<file path="src/rtl/multdiv_ctrl.sv">
// Sequencer between execute and the multi-cycle multiply/divide unit.
// Optional WAIT watchdog enabled by defining MULTDIV_TIMEOUT_EN.
module multdiv_ctrl #(
    parameter int unsigned TIMEOUT = 64,
    parameter int unsigned CNT_W   = 7
) (
    input  logic        clock,
    input  logic        reset,
    input  logic        issue_mult,
    input  logic        issue_div,
    input  logic [31:0] operand_a,
    input  logic [31:0] operand_b,
    input  logic [4:0]  rd_in,
    input  logic        md_ready,
    input  logic        md_exception,
    input  logic [31:0] md_result,
    output logic        ctrl_mult,
    output logic        ctrl_div,
    output logic [31:0] md_a,
    output logic [31:0] md_b,
    output logic        stall,
    output logic        wb_valid,
    output logic [4:0]  wb_rd,
    output logic [31:0] wb_data
);

    typedef enum logic [1:0] {
        S_IDLE,
        S_START,
        S_WAIT,
        S_WB
    } state_e;

    if (2 ** CNT_W <= TIMEOUT) begin : g_cnt_w_too_small
        $error("CNT_W too narrow for TIMEOUT");
    end

    state_e      state_q, state_d;
    logic        is_div_q, is_div_d;
    logic [31:0] a_q, a_d;
    logic [31:0] b_q, b_d;
    logic [31:0] res_q, res_d;
    logic [4:0]  rd_q, rd_d;
    logic        exc_q, exc_d;
    logic        cmul_q, cmul_d;
    logic        cdiv_q, cdiv_d;
`ifdef MULTDIV_TIMEOUT_EN
    logic [CNT_W-1:0] cnt_q, cnt_d;
`endif

    logic issue;
    logic in_wb;

    assign issue = issue_mult | issue_div;
    assign in_wb = (state_q == S_WB);

    always_comb begin
        state_d  = state_q;
        is_div_d = is_div_q;
        a_d      = a_q;
        b_d      = b_q;
        res_d    = res_q;
        rd_d     = rd_q;
        exc_d    = exc_q;
        cmul_d   = 1'b0;
        cdiv_d   = 1'b0;
`ifdef MULTDIV_TIMEOUT_EN
        cnt_d    = cnt_q;
`endif
        unique case (state_q)
            S_IDLE, S_WB: begin
                if (issue) begin
                    // mult has priority when both issue lines are high
                    state_d  = S_START;
                    is_div_d = ~issue_mult;
                    a_d      = operand_a;
                    b_d      = operand_b;
                    rd_d     = rd_in;
                    cmul_d   = issue_mult;
                    cdiv_d   = ~issue_mult;
                end else begin
                    state_d = S_IDLE;
                end
            end
            S_START: begin
                state_d = S_WAIT;
`ifdef MULTDIV_TIMEOUT_EN
                cnt_d   = '0;
`endif
            end
            S_WAIT: begin
                if (md_ready) begin
                    state_d = S_WB;
                    res_d   = md_result;
                    exc_d   = md_exception;
                end else begin
`ifdef MULTDIV_TIMEOUT_EN
                    if (cnt_q == CNT_W'(TIMEOUT - 1)) begin
                        state_d = S_WB;
                        exc_d   = 1'b1;
                    end else if (cnt_q != '1) begin
                        cnt_d = cnt_q + 1'b1;
                    end
`endif
                end
            end
            default: state_d = S_IDLE;
        endcase
    end

    always_ff @(posedge clock) begin
        if (reset) begin
            state_q  <= S_IDLE;
            is_div_q <= 1'b0;
            a_q      <= '0;
            b_q      <= '0;
            res_q    <= '0;
            rd_q     <= '0;
            exc_q    <= 1'b0;
            cmul_q   <= 1'b0;
            cdiv_q   <= 1'b0;
`ifdef MULTDIV_TIMEOUT_EN
            cnt_q    <= '0;
`endif
        end else begin
            state_q  <= state_d;
            is_div_q <= is_div_d;
            a_q      <= a_d;
            b_q      <= b_d;
            res_q    <= res_d;
            rd_q     <= rd_d;
            exc_q    <= exc_d;
            cmul_q   <= cmul_d;
            cdiv_q   <= cdiv_d;
`ifdef MULTDIV_TIMEOUT_EN
            cnt_q    <= cnt_d;
`endif
        end
    end

    assign ctrl_mult = cmul_q;
    assign ctrl_div  = cdiv_q;
    assign md_a      = a_q;
    assign md_b      = b_q;

    assign stall = (state_q == S_START) | (state_q == S_WAIT) | issue;

    // exceptions redirect to $r30 with status 4 (mult) or 5 (div)
    assign wb_valid = in_wb & (exc_q | (rd_q != 5'd0));
    assign wb_rd    = !in_wb ? 5'd0 : (exc_q ? 5'd30 : rd_q);
    assign wb_data  = !in_wb ? 32'd0 :
                      (exc_q ? (is_div_q ? 32'd5 : 32'd4) : res_q);

endmodule

</file>
<file path="config.mk">
export PLATFORM = sky130hd
export DESIGN_NAME = multdiv_ctrl
export DESIGN_NICKNAME = d
export VERILOG_FILES = /design/src/rtl/multdiv_ctrl.sv
export SDC_FILE = /design/constraint.sdc
export NUM_CORES = 1
export LEC_CHECK = 0
export BUFFER_PORTS_ARGS = -buffer_cell sky130_fd_sc_hd__buf_4
export CAP_MARGIN = 15
export CORE_UTILIZATION = 45
export CTS_BUF_LIST = sky130_fd_sc_hd__clkbuf_4 sky130_fd_sc_hd__clkbuf_8
export DETAILED_ROUTE_END_ITERATION = 6
export GPL_ROUTABILITY_DRIVEN = 0
export PLACE_DENSITY = 0.78
export SLEW_MARGIN = 0
export SYNTH_ARGS = -nofsm -noshare
export SYNTH_HDL_FRONTEND = slang
export SYNTH_SLANG_ARGS = --single-unit
export TNS_END_PERCENT = 30
</file>
<file path="constraint.sdc">
create_clock -name clock -period 2.7 [get_ports clock]
set_input_delay 0.54 -clock clock [delete_from_list [all_inputs] [get_ports clock]]
set_output_delay 0.54 -clock clock [all_outputs]
set_load 0.1 [all_outputs]
</file>
==> flow_metrics.env, run 1 <==
export IMPL_met3_usage_pct=6.51
export IMPL_p_leak_nw=3.10
export IMPL_root_buffer="clkbuf_8"
export IMPL_dp_hpwl_um=8190
export IMPL_grt_usage_pct=19.9
export IMPL_dp_slack_ns=0.601
export IMPL_drc=0
export IMPL_final_cells=843
export IMPL_worstMarginPinSlew_ns=0.656
export IMPL_p_int_mw=3.56
export IMPL_cp_required_ns=2.16
export IMPL_setup_tns_ns=0
export IMPL_antenna_cells=0
export IMPL_grt_util_met2_pct=34.5
export IMPL_clock_power_share_pct=13.2
export IMPL_ios=212
export IMPL_multi_input_area_um2=2610
export IMPL_portBuffers=211
export IMPL_netlist_area_um2=5050
export IMPL_fmax_ghz=0.403
export IMPL_rsz0062_at_grt="false"
export IMPL_cts_resized=0
export IMPL_synth_seq_cells=107
export IMPL_dieArea_um2=11700
export IMPL_drt_total_wl_um=11600
export IMPL_die_h_um=108
export IMPL_regArea_um2=2140
export IMPL_hp_class="input port to register"
export IMPL_hold_buffers=0
export IMPL_clock_skew_ns=0.0209
export IMPL_grt_max_degree=90
export IMPL_die_w_um=108
export IMPL_clk_latency_ns=0.37
export IMPL_routed_via_density=4.84
export IMPL_nets=807
export IMPL_ys_warn_count=0
export IMPL_final_setup_viol_count=0
export IMPL_finalHoldViolCount=0
export IMPL_min_period_over_period_pct=91.9
export IMPL_slowest_stage="dfxtp_1"
export IMPL_finalMaxSlewViolations=0
export IMPL_finalCriticalPeriod_ns=2.48
export IMPL_grt_util_met1_pct=23.4
export IMPL_area_growth_synth_to_final_pct=34.2
export IMPL_gr_total_overflow=0
export IMPL_final_layout_size_suffix_gt1_share_pct=38.5
export IMPL_crit_arrival_ns=1.94
export IMPL_report_power_total_mw=7.58
export IMPL_p_per_area_nw_per_um2=1120
export IMPL_rows=38
export IMPL_ys_seq_area_share_pct=42.4
export IMPL_cts_tree="built"
export IMPL_place_inst=827
export IMPL_htreeDepth=3
export IMPL_vias=4080
export IMPL_grt_pass1_wl_um=18500
export IMPL_numCtsBuffers=9
export IMPL_worst_slack_ns=0.219
export IMPL_slew_headroom_pct=56.2
export IMPL_drt_iter0_drc=198
export IMPL_cp_end_kind="primary output"
export IMPL_cts_setup_buffers=0
export IMPL_path_max_fanout=31
export IMPL_outcome="completed"
export IMPL_power_switching_mw=4.02
export IMPL_grt_pass1_vias=3923
export IMPL_start_util_pct=46.4
export IMPL_max_cap_viol_count=0
export IMPL_fill_cells=956
export IMPL_synth_net_count=627
export IMPL_coreArea_um2=10900
export IMPL_path_common_cell="buf_4"
export IMPL_grt_antenna_before_repair=0
export IMPL_post_drt_wl_per_cell_um=13.8
export IMPL_dr_pass1_iters=4
export IMPL_power_frac_comb_pct=57.7
export IMPL_path_clk_slew_ns=0.09
export IMPL_syn_inst=518
export IMPL_cts_buffer_depth=2
export IMPL_antenna_left=0
export IMPL_seqPwrFrac_pct=29.1
export IMPL_start_kind="register"
export IMPL_hold_ws_ns=0.377
export IMPL_worstRegToRegCells=5
export IMPL_max_stage_delay_ns=0.37
export IMPL_crit_chain="ha_1, nor2b_2, buf_4, and2_1, buf_4"
export IMPL_postSynthAreaPerCell_um2=9.75
export IMPL_synth_distinct_cells=27
export IMPL_cts_sinks=107
export IMPL_whs_path_depth=2
export IMPL_busiest_layer="met2"
export IMPL_critPathKind="register to primary output"
export IMPL_switching_share_pct=53.1
export IMPL_ir_worst_vdd_mv=0.821
==> cell families (layout without fill, tap and decap cells) <==
group                    after synthesis  after routing  synth area share, %
AND/OR/NAND/NOR                      213            213                 25.6
adder cells (fa/ha/maj)                2              2                0.495
buffers and inverters                 49            234                 6.17
flip-flops                           107            107                 42.4
AO/OA/AOI/OAI                         77             77                 11.5
multiplexers                          70             70                 13.9
==> cell usage after synthesis (all sizes together) <==
cell | instances | share of area [%]
nand2b | 140 | 17
dfxtp | 107 | 42
mux2i | 70 | 14
a21oi | 34 | 3.4
a21bo | 33 | 6.5
nand3 | 33 | 3.3
and2 | 31 | 3.8
buf | 26 | 4.4
clkbuf | 21 | 1.6
o21a | 6 | 0.89
nor3b | 3 | 0.54
ha | 2 | 0.50
inv | 2 | 0.15
nand2 | 2 | 0.15
nor2 | 2 | 0.15
nor2b | 2 | 0.30
a211oi | 1 | 0.15
a21boi | 1 | 0.15
o221a | 1 | 0.22
o41ai | 1 | 0.17
==> power groups by stage <==
stage	logic, mW	clock network, mW	registers, mW
3_5_place_dp	4.40	0	2.24
3_3_place_gp	4.34	0	2.22
4_1_cts	4.40	1.03	2.21
2_1_floorplan	1.56	0	4.39
6_report	4.37	1.00	2.21
5_1_grt	4.55	1.10	2.26
==> per-layer routing <==
metal	vias to the layer above	wire, um	part of all wire, %
li1	2069	-	-
met1	1874	4840	42
met2	129	5750	49
met3	8	941	8.1
met4	0	114	0.98
met5	-	0	0
==> per-stage QoR <==
| stage | utilization (%) | area (um2) |
|---|---|---|
| finish | 62.3 | 6780 |
| global placement | 60.5 | 6580 |
| CTS | 62.3 | 6780 |
| detailed placement | 60.5 | 6580 |
| floorplan | - | 5050 |
| global route | 62.3 | 6780 |
==> registers in the layout (all words and copies together) (netlist names) <==
| signal | flops |
|---|---|
| rd_q | 5 |
| res_q | 32 |
| exc_q | 1 |
| state_q | 2 |
| ctrl_div | 1 |
| md_b | 32 |
| is_div_q | 1 |
| md_a | 32 |
| ctrl_mult | 1 |
==> layout by cell type, fill, tap and decap left out, types with 5 or more instances in the layout <==
cell type / Yosys / final
and2_1: 31 / 31
a21bo_2: 33 / 33
o21a_1: 6 / 5
dfxtp_1: 107 / 107
a21oi_1: 34 / 34
nand2b_1: 140 / 139
mux2i_1: 70 / 70
buf_4: 4 / 214
nand3_1: 33 / 33
clkbuf_8: 0 / 9
==> worst max-delay path, delay by kind of cell (launching register included) <==
| family | cells | cell delay [ns] |
|---|---|---|
| buffers and inverters | 2 | 0.55 |
| DFF | 1 | 0.37 |
| and+or+nand+nor | 2 | 0.36 |
| adders and majority gates | 1 | 0.30 |
==> layout make-up <==
type	instances	area share (%)
Clock buffer	9	1.83
Sequential cell	107	31.6
Tap cell	140	2.58
Inverter	2	0.111
Timing Repair Buffer	216	24.3
Clock inverter	7	1.09
Multi-Input combinational cell	362	38.5
==> final timing paths <==
kind,start,to,slack [ns]
worst max register to register,state_q[0]$_SDFFE_PP0P_,md_b[5]$_SDFFE_PP0P_,0.84
worst min register to register,md_b[22]$_SDFFE_PP0P_,md_b[22]$_SDFFE_PP0P_,0.48
worst max-delay path,state_q[0]$_SDFFE_PP0P_,wb_data[28],0.22
worst min-delay path,issue_mult,ctrl_div$_SDFF_PP0_,0.38
(Power assumes the default switching activity.)
==> inputs of run 2 (changes only) <==
CORE_MARGIN = 2   (was unset)
CTS_CLUSTER_SIZE = 16   (was unset)
clock period = 2.8 ns   (was 2.7 ns; I/O delays follow)
==> run 2 against run 1 <==
Compared with the run above: sequential share of layout area about the same; critical endpoint is now wb_data[31]; power down 3.4%; utilization up 0.080 points; flip-flop and latch count unchanged; combinational power down 3%.
==> flow_metrics.env, run 2 (synthesis gave the netlist of run 1 again) <==
export IMPL_dp_hpwl_um=8440
export IMPL_grt_pass1_vias=3967
export IMPL_final_cells=843
export IMPL_p_per_area_nw_per_um2=1080
export IMPL_worstRegToRegCells=5
export IMPL_max_cap_viol_count=0
export IMPL_grt_max_degree=74
export IMPL_drt_total_wl_um=11600
export IMPL_critPathKind="register to primary output"
export IMPL_cts_buffer_depth=2
export IMPL_outcome="completed"
export IMPL_crit_path_start="state_q[0]$_SDFFE_PP0P_"
export IMPL_cts_resized=0
export IMPL_cts_tree="built"
export IMPL_fmax_ghz=0.402
export IMPL_path_max_fanout=31
export IMPL_start_util_pct=46.4
export IMPL_p_leak_nw=3.11
export IMPL_htreeDepth=3
export IMPL_ir_worst_vdd_mv=0.838
export IMPL_r2r_start="state_q[0]$_SDFFE_PP0P_"
export IMPL_slew_headroom_pct=58.1
export IMPL_finalHoldViolCount=0
export IMPL_antenna_left=0
export IMPL_dp_slack_ns=0.699
export IMPL_grt_antenna_before_repair=0
export IMPL_worst_slack_ns=0.312
export IMPL_endpoint="wb_data[31]"
export IMPL_dr_pass1_iters=4
export IMPL_drc=0
export IMPL_finalMaxSlewViolations=0
export IMPL_numCtsBuffers=9
export IMPL_final_layout_size_suffix_gt1_share_pct=38.4
export IMPL_regArea_um2=2140
export IMPL_routed_via_density=4.89
export IMPL_cp_end_kind="primary output"
export IMPL_antenna_cells=0
export IMPL_fill_cells=904
export IMPL_whs_path_depth=2
export IMPL_die_h_um=110
export IMPL_hp_class="input port to register"
export IMPL_min_period_over_period_pct=88.9
export IMPL_gr_total_overflow=0
export IMPL_worstMarginPinSlew_ns=0.628
export IMPL_multi_input_area_um2=2610
export IMPL_grt_pass1_wl_um=18300
export IMPL_area_growth_synth_to_final_pct=34.4
export IMPL_finalCriticalPeriod_ns=2.49
export IMPL_root_buffer="clkbuf_8"
export IMPL_crit_reg2reg_capture="md_a[20]$_SDFFE_PP0P_"
export IMPL_coreArea_um2=10900
export IMPL_layout_commonest_cell="buf_4"
export IMPL_vias=4123
export IMPL_place_inst=828
export IMPL_final_setup_viol_count=0
export IMPL_rows=38
export IMPL_final_cell_mix="buf_4, nand2b_1, dfxtp_1, mux2i_1, a21oi_1"
export IMPL_die_w_um=110
export IMPL_cp_required_ns=2.24
export IMPL_cts_sinks=107
export IMPL_dieArea_um2=12100
export IMPL_post_drt_wl_per_cell_um=13.7
export IMPL_start_kind="register"
export IMPL_rsz0062_at_grt="false"
export IMPL_hold_ws_ns=0.380
export IMPL_portBuffers=211
export IMPL_ios=212
export IMPL_r2r_setup_slack_ns=0.92
export IMPL_hold_buffers=0
export IMPL_grt_usage_pct=19.2
export IMPL_drt_iter0_drc=183
export IMPL_nets=808
export IMPL_setup_tns_ns=0
export IMPL_crit_arrival_ns=1.93
export IMPL_clk_latency_ns=0.36
export IMPL_clock_skew_ns=0.0120
export IMPL_fin_util_pct=62.4
export IMPL_cts_setup_buffers=0
export IMPL_path_clk_slew_ns=0.10
[run 2: worst min path at each step]
stage	start	to	slack [ns]
finish	issue_mult	ctrl_div$_SDFF_PP0_	0.38
global route	issue_mult	ctrl_div$_SDFF_PP0_	0.37
CTS	issue_mult	ctrl_div$_SDFF_PP0_	0.36
detailed placement	md_b[17]$_SDFFE_PP0P_	md_b[17]$_SDFFE_PP0P_	0.47
global placement	md_b[21]$_SDFFE_PP0P_	md_b[21]$_SDFFE_PP0P_	0.46
floorplan	rd_q[4]$_SDFFE_PP0P_	rd_q[4]$_SDFFE_PP0P_	0.45
[run 2: cell type report]
class	instances	area share, %
well taps	140	2.58
multi-input cells	362	38.4
repair buffers	217	24.4
inverters	2	0.111
clock inverters	2	0.516
clock buffers	13	2.45
flip-flops and latches	107	31.6
[run 2: stage by stage]
step | area [um2] | total power, mW
floorplan | 5050 | 5.73
global placement | 6590 | 6.34
detailed placement | 6590 | 6.41
CTS | 6790 | 7.39
global route | 6790 | 7.65
finish | 6790 | 7.33
[run 2: critical path, cell delays in order, from the launching register on]
cell and delay, ns:
dfxtp_1 0.37, ha_1 0.30, nor2b_2 0.18, buf_4 0.25, and2_1 0.17, buf_4 0.29
[run 2: metal layers]
| layer | vias up | wire [um] | global-route usage (%) | part of all wire, % |
|---|---|---|---|---|
| li1 | 2068 | - | - | - |
| met1 | 1888 | 4750 | 22.2 | 41 |
| met2 | 143 | 5480 | 31.9 | 47 |
| met3 | 24 | 1010 | 6.11 | 8.7 |
| met4 | 0 | 351 | 9.67 | 3.0 |
| met5 | - | 0 | 0 | 0 |
[run 2: power breakdown]
group / internal, mW / total (mW) / switching (mW)
clock network: 0.478 / 0.975 / 0.497
registers: 1.91 / 2.13 / 0.220
logic: 1.11 / 4.22 / 3.11
